[config.mk]
export PLATFORM = sky130hd
export DESIGN_NAME = ifu_fetch
export DESIGN_NICKNAME = d
export VERILOG_FILES = /design/src/rtl/OoO_pkg.sv /design/src/rtl/fetch_queue.sv /design/src/rtl/ifu_fetch.sv
export SDC_FILE = /design/constraint.sdc
export NUM_CORES = 1
export LEC_CHECK = 0
export CORE_MARGIN = 2
export CORE_UTILIZATION = 46
export DETAILED_ROUTE_END_ITERATION = 10
export PLACE_DENSITY = 0.71
export SYNTH_ARGS = -nofsm -noshare
export SYNTH_HDL_FRONTEND = slang
export SYNTH_SLANG_ARGS = --single-unit
[constraint.sdc]
create_clock -name clock -period 7.5 [get_ports clock]
set_input_delay 0.75 -clock clock [delete_from_list [all_inputs] [get_ports clock]]
set_output_delay 0.75 -clock clock [all_outputs]
set_load 0.05 [all_outputs]
[src/rtl/OoO_pkg.sv]
// Shared frontend types: the fetch-queue entry and the default reset PC.
package OoO_pkg;

  localparam logic [31:0] DEFAULT_RESET_PC = 32'h8000_0000;

  typedef struct packed {
    logic [31:0] pc;
    logic [31:0] inst;
  } fetch_entry_t;

  function automatic logic [31:0] word_align(input logic [31:0] addr);
    return addr & ~32'h3;
  endfunction

endpackage

[src/rtl/fetch_queue.sv]
// Small power-of-two FIFO of fetched {pc, inst} entries; flush empties it.
module fetch_queue
  import OoO_pkg::*;
#(
  parameter  int DEPTH = 4,
  localparam int PW    = $clog2(DEPTH),
  localparam int CW    = $clog2(DEPTH + 1)
) (
  input  logic          clock,
  input  logic          reset,
  input  logic          flush_i,
  input  logic          push_i,
  input  logic [31:0]   push_pc_i,
  input  logic [31:0]   push_inst_i,
  input  logic          pop_i,
  output logic [31:0]   head_pc_o,
  output logic [31:0]   head_inst_o,
  output logic [CW-1:0] count_o
);

  fetch_entry_t  mem_q [DEPTH];
  logic [PW-1:0] rd_q;
  logic [PW-1:0] wr_q;
  logic [CW-1:0] count_q;
  logic          do_pop;

  assign do_pop      = pop_i && (count_q != '0);
  assign count_o     = count_q;
  assign head_pc_o   = mem_q[rd_q].pc;
  assign head_inst_o = mem_q[rd_q].inst;

  // NOTE: sequential state uses non-blocking assignments so every register samples pre-edge values.
  always_ff @(posedge clock) begin
    if (reset || flush_i) begin
      rd_q    <= '0;
      wr_q    <= '0;
      count_q <= '0;
    end else begin
      if (push_i) wr_q <= wr_q + 1'b1;
      if (do_pop) rd_q <= rd_q + 1'b1;
      case ({push_i, do_pop})
        2'b10:   count_q <= count_q + 1'b1;
        2'b01:   count_q <= count_q - 1'b1;
        default: count_q <= count_q;
      endcase
    end
  end

  // NOTE: storage is not reset; count_q alone decides which entries are meaningful.
  always_ff @(posedge clock) begin
    if (push_i && !flush_i) mem_q[wr_q] <= '{pc: push_pc_i, inst: push_inst_i};
  end

  // The credit check upstream must keep a slot free for every response.
  assert property (@(posedge clock) disable iff (reset)
    !(push_i && !do_pop && !flush_i && count_q == CW'(DEPTH)));

endmodule

[src/rtl/ifu_fetch.sv]
// Fetch stage: owns the PC, issues one ICU request at a time, queues returned words for decode.
module ifu_fetch
  import OoO_pkg::*;
#(
  parameter logic [31:0] RESET_PC = DEFAULT_RESET_PC,
  parameter int          FQ_DEPTH = 4
) (
  input  logic        clock,
  input  logic        reset,
  input  logic        flush_frontend,
  input  logic [31:0] redirect_pc,
  output logic [31:0] fetch_addr,
  output logic        ifu2icu_valid,
  input  logic        icu2ifu_ready,
  input  logic        icu2ifu_valid,
  output logic        ifu2icu_ready,
  input  logic [31:0] ic_val,
  input  logic [31:0] ic_addr,
  output logic        id_valid,
  input  logic        id_ready,
  output logic [31:0] id_inst,
  output logic [31:0] id_pc
);

  localparam int CW = $clog2(FQ_DEPTH + 1);

  logic [31:0]   pc_q, pc_d;
  logic          outstanding_q, outstanding_d;
  logic          drop_q, drop_d;
  logic [CW-1:0] fq_count;
  logic          issue, resp_fire, push, pop;

  assign ifu2icu_ready = 1'b1;
  assign fetch_addr    = reset ? word_align(RESET_PC) : pc_q;
  // Drop blocks issue so a stale response can never be mistaken for the redirected one.
  assign ifu2icu_valid = !reset && !flush_frontend && !outstanding_q && !drop_q
                         && (fq_count < CW'(FQ_DEPTH));
  assign issue     = ifu2icu_valid && icu2ifu_ready;
  assign resp_fire = icu2ifu_valid && ifu2icu_ready;
  assign push      = resp_fire && outstanding_q && !drop_q && !flush_frontend;
  assign id_valid  = !reset && (fq_count != '0);
  assign pop       = id_valid && id_ready;

  // NOTE: every next-state signal gets a default first, so no latch is inferred.
  always_comb begin
    pc_d          = pc_q;
    outstanding_d = outstanding_q;
    drop_d        = drop_q;
    if (flush_frontend) begin
      pc_d          = word_align(redirect_pc);
      outstanding_d = 1'b0;
      drop_d        = (outstanding_q || drop_q) && !resp_fire;
    end else begin
      if (resp_fire) begin
        outstanding_d = 1'b0;
        drop_d        = 1'b0;
      end
      if (issue) begin
        outstanding_d = 1'b1;
        pc_d          = pc_q + 32'd4;
      end
    end
  end

  always_ff @(posedge clock) begin
    if (reset) begin
      pc_q          <= word_align(RESET_PC);
      outstanding_q <= 1'b0;
      drop_q        <= 1'b0;
    end else begin
      pc_q          <= pc_d;
      outstanding_q <= outstanding_d;
      drop_q        <= drop_d;
    end
  end

  fetch_queue #(.DEPTH(FQ_DEPTH)) u_fq (
    .clock       (clock),
    .reset       (reset),
    .flush_i     (flush_frontend),
    .push_i      (push),
    .push_pc_i   (ic_addr),
    .push_inst_i (ic_val),
    .pop_i       (pop),
    .head_pc_o   (id_pc),
    .head_inst_o (id_inst),
    .count_o     (fq_count)
  );

  assert property (@(posedge clock) disable iff (reset)
    icu2ifu_valid |-> (outstanding_q || drop_q));

endmodule

# == After elaboration in Yosys (flattened, before gate mapping) ==
# Memories as Yosys holds them, arrays and structs flattened. A register that Yosys moved wholly into a read port is not among the register bits.
# Index checks and enable logic that the tools add are counted.
# op_classes
addsub,5
n_lt_le_gt_ge,1
eq_ne,2
n_mux,11
n_reduce_logical,26
# ops
op,count
$mux 32,3
$add 32x3->32 const B,1
$logic_and 1x1->1,13
$reduce_bool 2->1,4
$pmux 3 s2,1
$logic_not 1->1,5
$mux 1,5
$add 2x1->2 const B,2
$mux 2,2
$add 3x1->3 const B,1
$lt 3x3->1 const B,1
$reduce_bool 3->1,1
$sub 3x1->3 const B,1
$eq 2x1->1 const B,1
$eq 2x2->1 const B,1
$logic_or 1x1->1,2
$reduce_or 2->1,1
# word_totals
regBits,41
ram_bits,256
in_bits,102
output_inout_bits,99
elab_cells,53
memories,1
# mem_list
memory,depth,width,read_ports,rd_ports_with_merged_regs,wr,line_no,source
u_fq.mem_q,4,64,1,1,1,fetch_queue.sv:21,fetch_entry_t mem_q [DEPTH];

# == Depth between registers and ports, before layout ==
# Gate-level depths: netlist (run 1).
# logic_depth
ltp_word,8
mapped_depth,9
depth_no_buf,8

# == Hierarchy ==
# Synthesis (run 1) repeated with hierarchy kept, for this count alone.
# hier_totals
hier_cells,658
hier_area_um2,11868.9
# by_module_without_submodules
mod,n_inst,cells_each,area_each_um2,seq_area_each_um2
fetch_queue,1,382,9756.9,7867.5
ifu_fetch,1,276,2112.0,640.6

# == Worst setup path before layout (run 1) ==
# No wires, ideal clock.
# synth_timing
kind,input-to-output
start,input port flush_frontend
end,output port ifu2icu_valid
arrival_ns,2.924
required_time_ns,6.750
setup_slack_ns,3.826
cell_stages,4
n_path_buf,2
cell_sequence,or2_2 > clkbuf_1 > buf_1 > nor4_1
# synth_between
elab_chain_cells,5
# synth_lines
item,line_no,source
start: declaration,ifu_fetch.sv:10,"input logic flush_frontend,"
$logic_not 1->1,ifu_fetch.sv:36,assign ifu2icu_valid = !reset && !flush_frontend && !outstanding_q && !drop_q
$logic_and 1x1->1 (3 in series),ifu_fetch.sv:36,
$logic_and 1x1->1,ifu_fetch.sv:37,&& (fq_count < CW'(FQ_DEPTH));
end: declaration,ifu_fetch.sv:13,"output logic ifu2icu_valid,"
# No other way between the ends.

==> summary.md, run 1 <==
| Metric | Value |
|---|---|
| LEAKAGE | 4.74 nW |
| Clock skew | 13.7 ps |
| Min-delay src | u_fq.rd_q[1]$_SDFFE_PP0P_ |
| Via-to-Cell Ratio | 5.54 |
| Die area | 0.0272 mm² |
| Setup slack after layout | 3390 ps |
| HP Class | reg -> reg |
| Reg2reg end | u_fq.mem_q[0][22]$_DFFE_PP_ |
| Setup_tns | 0 ps |
| Status | finished clean |
| Min-Delay Path Depth | 2 |
| Fin. Hold Viols | 0 |
| Number of global-route vias before repair | 6,828 |
| Post-synthesis instance total | 680 |
| Area grow syn2layout | 27.1% |
| Register area share after synthesis | 71.6% |
| Top cell type's share of synthesized area | 64.7% |
| Post-CTS Resized | 0 |
| Root buf cell | clkbuf_16 |
| Largest cells by area after synthesis | edfxtp_1 (65%), mux4_2 (12%), dfxtp_1 (6.9%) |
| Library cells used by synthesis | 56 |
| Initial DRC Count | 545 |
| Crit path required time | 6750 ps |
| I/O Buffers | 195 |
| Crit-path cells | buf_4 -> mux4_2 -> clkdlybuf4s50_1 |
| Synth Area per Inst | 17.5 µm² |
| Routed vias | 6,800 |
| Total CTS buffers | 30 |
| Fin nets | 986 |
| CTS Sinks | 297 |
| Max Fclk | 243 MHz |
| Worst setup EP type | primary output |
| Worst-skew pair later-pin latency | 530 ps |
| Mapped cell area | 0.0119 mm² |
| Max rail drop VDD | 0.186 mV |
| Clk pin slew, worst setup/hold paths | 60 ps |
| Initial antenna violation count | 2 |
| TritonCTS clock tree | yes |
| Antenna diodes | 0 |
| GRT Total Usage | 18.4% |
| RSZ-0062 raised after global routing | false |
| Crit path DAT | 3360 ps |
| Largest delay share family, worst path | buffers and inverters |
| Drt first pass iters | 7 |
| Max-Cap Viols | 0 |
| Number of remaining DRC errors | 0 |
| IO Pins | 201 |
| CP startpoint kind | flop |
| # fillers | 1,852 |
| First-pass GRT wire length | 38,500 µm |
| Worst-path fanout max | 41 |
| CTS Buffer Depth | 3 |
| Core ar. | 0.0253 mm² |
| Layout cells sized above 1 | 14.5% |
| Starting Density | 47.1% |
| Post-DP HPWL | 15,600 µm |
| Rows | 58 |
| Reg2Reg Setup Slack | 4880 ps |
| GPL Wtd Cong | 0.861 |
| Postcts setup bufs | 0 |
| Post-route clock period utilization | 54.8% |
| Crit path largest cell delay | 750 ps |
| Worst r2r src | outstanding_q$_SDFFE_PP0P_ |
| Slew Limit Fails | 0 |
| Tmin final | 4110 ps |
| Post-synth EDFFs | 256 |
| Power per cell area | 228 mW/mm² |
| Yosys top cell by area | edfxtp_1 |
| Most frequent cells in the layout | edfxtp_1 (256), clkdlybuf4s50_1 (194), mux4_2 (64) |
| Gr ovfl total | 0 |
| Cts hold-fix bufs | 0 |
| Chip width | 165 µm |
| Largest net degree at the start of global routing | 70 |
| Yosys reg bits | 297 |
| Die height | 165 µm |
| Antenna viol nets, final | 0 |
| R2R depth | 4 |
| Worst slew pin tran | 1090 ps |
| H-tree Lvls | 1 |
| Main synth FF type | edfxtp_1 |
| Total wire length | 25,100 µm |
| Worst slew margin | 27.5% |
| Place WS | 3620 ps |
| Final setup violation count | 0 |
| WS Path Type | reg -> out |
| Slowest CP cell | buf_4 |
| WL/cell | 20.5 µm |
| Commonest non-fill, non-tap cell in the layout | edfxtp_1 |
| Yosys warning total | 0 |
| CP bufs+invs | 2 |
| Ys async rst share | 0% |
==> cells in the mapped netlist, types with 7 or more instances <==
library cell,count
a21oi_1,11
nor2b_1,30
nor4_1,10
nor2_1,36
buf_1,12
clkbuf_1,24
edfxtp_1,256
inv_1,18
nand2_1,18
a211oi_1,7
dfxtp_1,41
mux4_2,64
nor3_1,11
nand3_1,11
o31ai_1,7
or4_1,9
nand4_1,14
a311oi_1,8
==> area by class of cell <==
| type | count | area [µm²] | area share [%] |
|---|---|---|---|
| Inverter | 18 | 67.6 | 0.447 |
| Clock inverter | 9 | 92.6 | 0.613 |
| Tap cell | 330 | 413 | 2.73 |
| Clock buffer | 43 | 851 | 5.63 |
| Sequential cell | 297 | 8510 | 56.3 |
| Multi-Input combinational cell | 326 | 3160 | 20.9 |
| Timing Repair Buffer | 204 | 2010 | 13.3 |
==> metrics by stage <==
step / power (mW) / cells / cell area [µm²] / util (%) / hold slack, ps
6_report: 3.44 / 1227 / 15100 / 59.8 / 518
5_1_grt: 3.56 / 1227 / 15100 / 59.8 / 561
4_1_cts: 3.48 / 1227 / 15100 / 59.8 / 520
3_5_place_dp: 2.06 / 1175 / 14200 / 56.1 / 513
3_3_place_gp: 2.06 / 1175 / 14200 / 56.1 / 501
2_1_floorplan: 1.96 / 681 / 11900 / - / 482
==> routing by layer <==
layer,part of all wire (%),GRT usage [%],up-vias
met5,0.11,0,-
met2,48,30.0,276
met4,1.2,3.32,4
met3,9.4,4.82,29
li1,-,-,3139
met1,42,25.5,3352
==> worst reg2reg max path: stages, from the launching register on <==
cell,delay [ps]
dfxtp_1,460
nor4bb_1,230
buf_4,190
and2_2,860
buf_4,530
==> power breakdown <==
part / leakage [nW] / internal, mW / total (mW) / switching [mW]
Sequential: 2.64 / 1.81 / 1.83 / 0.0203
Combinational: 1.63 / 0.0902 / 0.197 / 0.107
Clock: 0.465 / 0.848 / 1.42 / 0.569
==> flip-flops by register name (all words and copies together), names as in the netlist, named ones only <==
signal	flops
u_fq.mem_q	256
u_fq.count_o	3
pc_q	30
u_fq.wr_q	2
drop_q	1
outstanding_q	1
u_fq.rd_q	2
==> worst max path at each step <==
stage / start / endpoint / cells past startpoint
3_3_place_gp: flush_frontend / ifu2icu_valid / 5
5_1_grt: flop / id_inst[3] / 3
2_1_floorplan: flush_frontend / ifu2icu_valid / 4
6_report: flop / id_inst[3] / 3
4_1_cts: flop / id_inst[3] / 3
3_5_place_dp: flush_frontend / ifu2icu_valid / 5
==> cell families (layout without fill, tap and decap cells) <==
family / count (synthesis) / count (layout) / synth area share, %
other: 2 / 3 / 0.0632
AO/OA/AOI/OAI: 63 / 63 / 4.03
flip-flops: 297 / 297 / 71.6
AND/OR/NAND/NOR: 178 / 178 / 8.68
buffers and inverters: 58 / 274 / 1.94
multiplexers: 64 / 64 / 12.1
XOR/XNOR: 11 / 11 / 0.810
adder cells (fa/ha/maj): 7 / 7 / 0.800
No activity file was read; power rests on OpenSTA's default activity.
==> run 2: changes to the inputs <==
==> constraint.sdc (replaced) <==
create_clock -name clock -period 3.8 [get_ports clock]
set_input_delay 0.38 -clock clock [delete_from_list [all_inputs] [get_ports clock]]
set_output_delay 0.38 -clock clock [all_outputs]
set_load 0.05 [all_outputs]
==> run 2 against run 1 <==
  * Routed wire length is 0.40% higher
  * Critical endpoint is now id_pc[9]
  * Die area unchanged
  * Clock skew down 0.95 ps
  * Flip-flop and latch count unchanged
  * Combinational power is 100% higher
  * Core utilization is 0.55 points higher
  * Clock power is 99% higher
  * Total power is 98% higher
  * Clock-buffer cell count shrank 3
  * Register-to-register slack worse by 3500 ps
  * Design area up 0.92%
  * Critical path type unchanged
==> summary.md, run 2 (synthesis results as in run 1) <==
| Metric | Value |
|---|---|
| Status | finished clean |
| Power per cell area | 448 mW/mm² |
| GRT Total Usage | 18.3% |
| Busiest layer in global routing | met2 |
| Hold slack | 406 ps |
| Die area | 0.0272 mm² |
| I/O Buffers | 195 |
| Final setup violation count | 0 |
| CTS Sinks | 297 |
| Max-Cap Viols | 0 |
| GPL Wtd Cong | 0.850 |
| Total CTS buffers | 30 |
| Fin nets | 996 |
| Grt met2 use | 29.8% |
| H-tree Lvls | 1 |
| Starting Density | 47.1% |
| Worst-skew pair later-pin latency | 540 ps |
| Commonest non-fill, non-tap cell in the layout | edfxtp_1 |
| Chip width | 165 µm |
| Gr ovfl total | 0 |
| Slew Limit Fails | 0 |
| Slowest CP cell | clkdlybuf4s50_1 |
| Routed vias | 6,881 |
| Rows | 58 |
| Fin. Hold Viols | 0 |
| Max rail drop VDD | 0.380 mV |
| Core ar. | 0.0253 mm² |
| First-pass GRT wire length | 38,300 µm |
| Post-route clock period utilization | 84.9% |
| Cts hold-fix bufs | 0 |
| RSZ-0062 raised after global routing | false |
| Antenna diodes | 0 |
| Crit-path cells | buf_4 -> mux4_2 -> clkdlybuf4s50_1 |
| Most frequent cells in the layout | edfxtp_1 (256), clkdlybuf4s50_1 (194), mux4_2 (64) |
| Psw | 1.40 mW |
| Initial antenna violation count | 1 |
| # fillers | 1,891 |
| WL/cell | 20.3 µm |
| Drt first pass iters | 4 |
| GR Util met1 | 24.8% |
| IO Pins | 201 |
| Worst setup EP type | primary output |
| Postcts setup bufs | 0 |
| Initial DRC Count | 549 |
| Clock power share | 41.4% |
| Max Fclk | 310 MHz |
| CP startpoint kind | flop |
| Via-to-Cell Ratio | 5.54 |
| Worst slew pin tran | 997 ps |
| CTS Buffer Depth | 3 |
| Worst-path fanout max | 22 |
| Number of remaining DRC errors | 0 |
| Post-DP HPWL | 16,200 µm |
| Sw Ratio | 20.4% |
| TritonCTS clock tree | yes |
| Number of flip-flops in the largest register | 256 |
| Worst slew margin | 33.5% |
| Tmin final | 3220 ps |
| Number of global-route vias before repair | 6,995 |
| Post-CTS Resized | 0 |
| Crit path DAT | 2840 ps |
| Total wire length | 25,200 µm |
| Layout cells sized above 1 | 15.4% |
| Fraction of power consumed by sequential logic | 52.8% |
| HP Class | in -> reg |
| Antenna viol nets, final | 0 |
| LEAKAGE | 4.80 nW |
| Die height | 165 µm |
| Area grow syn2layout | 28.3% |
| Largest net degree at the start of global routing | 53 |
| Setup_tns | 0 ps |
| WS Path Type | reg -> out |
| Crit path largest cell delay | 720 ps |
| Int Pwr | 5.44 mW |
| Combinational Power Share | 5.8% |
| Crit path required time | 3420 ps |
| GR Util met3 | 4.47% |
| Clock skew | 12.8 ps |
| Root buf cell | clkbuf_16 |
| Largest Register | u_fq.mem_q |
| Clk pin slew, worst setup/hold paths | 60 ps |
## run 2: cell types whose count changed in the layout (fill, tap and decap cells not counted)
cell / before / now
clkinv_1: 2 / 6
clkinvlp_2: 0 / 2
buf_4: 9 / 15
buf_12: 0 / 4
bufinv_16: 2 / 3
clkbuf_8: 3 / 0
## run 2: per-stage QoR
stage	instance area (µm²)	setup slack, ps	total power, mW	std cells	util, %
after floorplan	11900	866	3.86	681	-
after global placement	14300	1000	4.06	1185	56.6
after detailed placement	14300	976	4.07	1185	56.6
after CTS	15300	461	6.90	1241	60.4
after global routing	15300	392	7.06	1241	60.4
final	15300	575	6.83	1241	60.4
## run 2: layout make-up
| type | instances | area (µm²) | area share (%) |
|---|---|---|---|
| Tap cell | 330 | 413 | 2.71 |
| Inverter | 18 | 67.6 | 0.443 |
| Multi-Input combinational cell | 326 | 3160 | 20.7 |
| Timing Repair Buffer | 214 | 2140 | 14.0 |
| Sequential cell | 297 | 8510 | 55.8 |
| Clock buffer | 40 | 810 | 5.31 |
| Clock inverter | 16 | 148 | 0.968 |
## run 2: power groups by stage
stage,sequential [mW],combinational (mW),clock [mW]
floorplan,3.66,0.196,0
global placement,3.68,0.388,0
detailed placement,3.68,0.392,0
CTS,3.61,0.395,2.90
global route,3.61,0.419,3.03
finish,3.61,0.395,2.83
## run 2: worst max-delay path: cells and delay by family (launching register included)
kind / cells / cell delay, ps
mux: 1 / 550
buf+inv: 2 / 1090
flops: 1 / 660
## run 2: path summary, 6_finish.rpt
kind	start	slack (ps)	endpoint	cells past startpoint
max	flop	580	id_pc[9]	3
min	reset	410	pc_q[2]$_SDFFE_PP0P_	2
max reg2reg	u_fq.count_o[2]$_SDFFE_PP0P_	1420	pc_q[20]$_SDFFE_PP0P_	4
min reg2reg	u_fq.count_o[1]$_SDFFE_PP0P_	540	u_fq.count_o[1]$_SDFFE_PP0P_	2
## run 2: per-layer routing
layer	wire, µm	part of all wire [%]
met4	499	2.0
met2	11700	47
met1	10700	43
met5	16	0.063
met3	2240	8.9
==> run 3: changes to the inputs <==
==> constraint.sdc (replaced) <==
create_clock -name clock -period 3.2 [get_ports clock]
set_input_delay 0.32 -clock clock [delete_from_list [all_inputs] [get_ports clock]]
set_output_delay 0.32 -clock clock [all_outputs]
set_load 0.05 [all_outputs]
==> run 3 against run 2 <==
  * Critical path depth unchanged
  * Largest cell class unchanged
  * Highest routed layer is now met4
  * Largest power group unchanged
  * Combinational power increased by 19%
  * Clock power increased by 22%
  * Die area unchanged
  * Sequential power increased by 19%
==> summary.md, run 3 (synthesis results as in run 1) <==
| Metric | Value |
|---|---|
| Status | finished clean |
| I/O Buffers | 195 |
| Layout cells sized above 1 | 16.2% |
| Sequential cell area | 0.00851 mm² |
| Via-to-Cell Ratio | 5.56 |
| Power per cell area | 534 mW/mm² |
| Most frequent cells in the layout | edfxtp_1 (256), clkdlybuf4s50_1 (193), mux4_2 (64) |
| Total wire length | 25,000 µm |
| Number of global-route vias before repair | 7,116 |
| Setup_tns | 0 ps |
| Worst setup EP type | primary output |
| Initial antenna violation count | 1 |
| Worst-skew pair later-pin latency | 550 ps |
| WS Path Type | reg -> out |
| Commonest non-fill, non-tap cell in the layout | edfxtp_1 |
| Crit path DAT | 2570 ps |
| Clk pin slew, worst setup/hold paths | 60 ps |
| Rows | 58 |
| RSZ-0062 raised after global routing | false |
| Routed vias | 6,916 |
| Slew Limit Fails | 0 |
| Largest Register | u_fq.mem_q |
| First-pass GRT wire length | 38,900 µm |
| Cts hold-fix bufs | 0 |
| # fillers | 1,864 |
| Antenna viol nets, final | 0 |
| Postcts setup bufs | 0 |
| Number of flip-flops in the largest register | 256 |
| GRT Total Usage | 18.5% |
| Gr ovfl total | 0 |
| LEAKAGE | 4.83 nW |
| Worst slew margin | 49.7% |
| IO Pins | 201 |
| Starting Density | 47.1% |
| HP Class | in -> reg |
| Root buf cell | clkbuf_16 |
| CTS Sinks | 297 |
| Core ar. | 0.0253 mm² |
| CTS Buffer Depth | 3 |
| Tmin final | 2890 ps |
| Initial DRC Count | 539 |
| H-tree Lvls | 1 |
| Max rail drop VDD | 0.451 mV |
| Worst slew pin tran | 749 ps |
| Total CTS buffers | 31 |
| Post-CTS Resized | 0 |
| Chip width | 165 µm |
| Final setup violation count | 0 |
| Fin. Hold Viols | 0 |
| Max Fclk | 346 MHz |
| CP startpoint kind | flop |
| WL/cell | 20.1 µm |
| Worst-path fanout max | 40 |
| Number of remaining DRC errors | 0 |
| Place WS | 459 ps |
| Area of the multi-input gates | 0.00316 mm² |
| Clock skew | 12.9 ps |
| Die height | 165 µm |
| Max-Cap Viols | 0 |
| Post-route clock period utilization | 90.3% |
| Die area | 0.0272 mm² |
| Post-DP HPWL | 16,200 µm |
| Setup slack after layout | 310 ps |
| Fin nets | 997 |
| TritonCTS clock tree | yes |
| Largest net degree at the start of global routing | 41 |
| Drt first pass iters | 5 |
| GPL Wtd Cong | 0.871 |
| Area grow syn2layout | 29.1% |
| Crit path required time | 2880 ps |
-- run 3: cell types whose count changed in the layout (fill, tap and decap cells not counted) --
cell,delta
clkinv_2,+1
buf_4,-4
buf_12,+5
clkdlybuf4s50_1,-1
clkbuf_1,-4
clkinv_4,+1
clkinv_1,-1
clkinvlp_2,-1
clkinvlp_4,+4
inv_6,+2
diode_2,+1
-- run 3: cell type report --
cell class                 count  area share, %
sequential                   297           55.5
multi-input combinational    326           20.6
timing repair buffer         214           14.3
clock buffer                  36           5.18
tap                          330           2.69
clock inverter                22           1.30
inverter                      18          0.440
antenna                        1         0.0163
-- run 3: worst paths after layout --
kind                                                    from  cells after the start               endpoint  slack (ps)
worst max-delay path                                    flop                      3             id_inst[0]         310
worst min-delay path                                   reset                      2    drop_q$_SDFFE_PP0P_         210
worst max register to register  u_fq.count_o[2]$_SDFFE_PP0P_                      4  pc_q[20]$_SDFFE_PP0P_         820
worst min register to register     u_fq.rd_q[1]$_SDFFE_PP0P_                      2                   flop         510
-- run 3: routing by layer --
layer / GRT usage, % / up-vias / wire (µm)
met1: 25.5 / 3425 / 10700
li1: - / 3171 / -
met5: 0 / - / 0
met3: 4.17 / 35 / 2060
met2: 30.4 / 285 / 11900
met4: 4.15 / 0 / 415
-- run 3: power breakdown --
| group | total (mW) | internal, mW | switching (mW) |
|---|---|---|---|
| Clock | 3.45 | 2.02 | 1.43 |
| Combinational | 0.472 | 0.217 | 0.254 |
| Sequential | 4.29 | 4.24 | 0.0478 |
| Total | 8.21 | 6.48 | 1.73 |
-- run 3: per-stage QoR --
| stage | instance area, µm² | power, mW | utilization, % | instances | hold WS (ps) |
|---|---|---|---|---|---|
| floorplan | 11900 | 4.58 | - | 681 | 399 |
| global placement | 14400 | 4.83 | 56.8 | 1185 | 502 |
| detailed placement | 14400 | 4.84 | 56.8 | 1185 | 503 |
| CTS | 15300 | 8.29 | 60.8 | 1243 | 197 |
| global route | 15300 | 8.47 | 60.8 | 1243 | 236 |
| finish | 15400 | 8.21 | 60.8 | 1244 | 214 |
-- run 3: worst max-delay path, stage by stage (launching register included) --
cell	delay (ps)
dfxtp_2	320
buf_4	470
mux4_2	310
clkdlybuf4s50_1	870
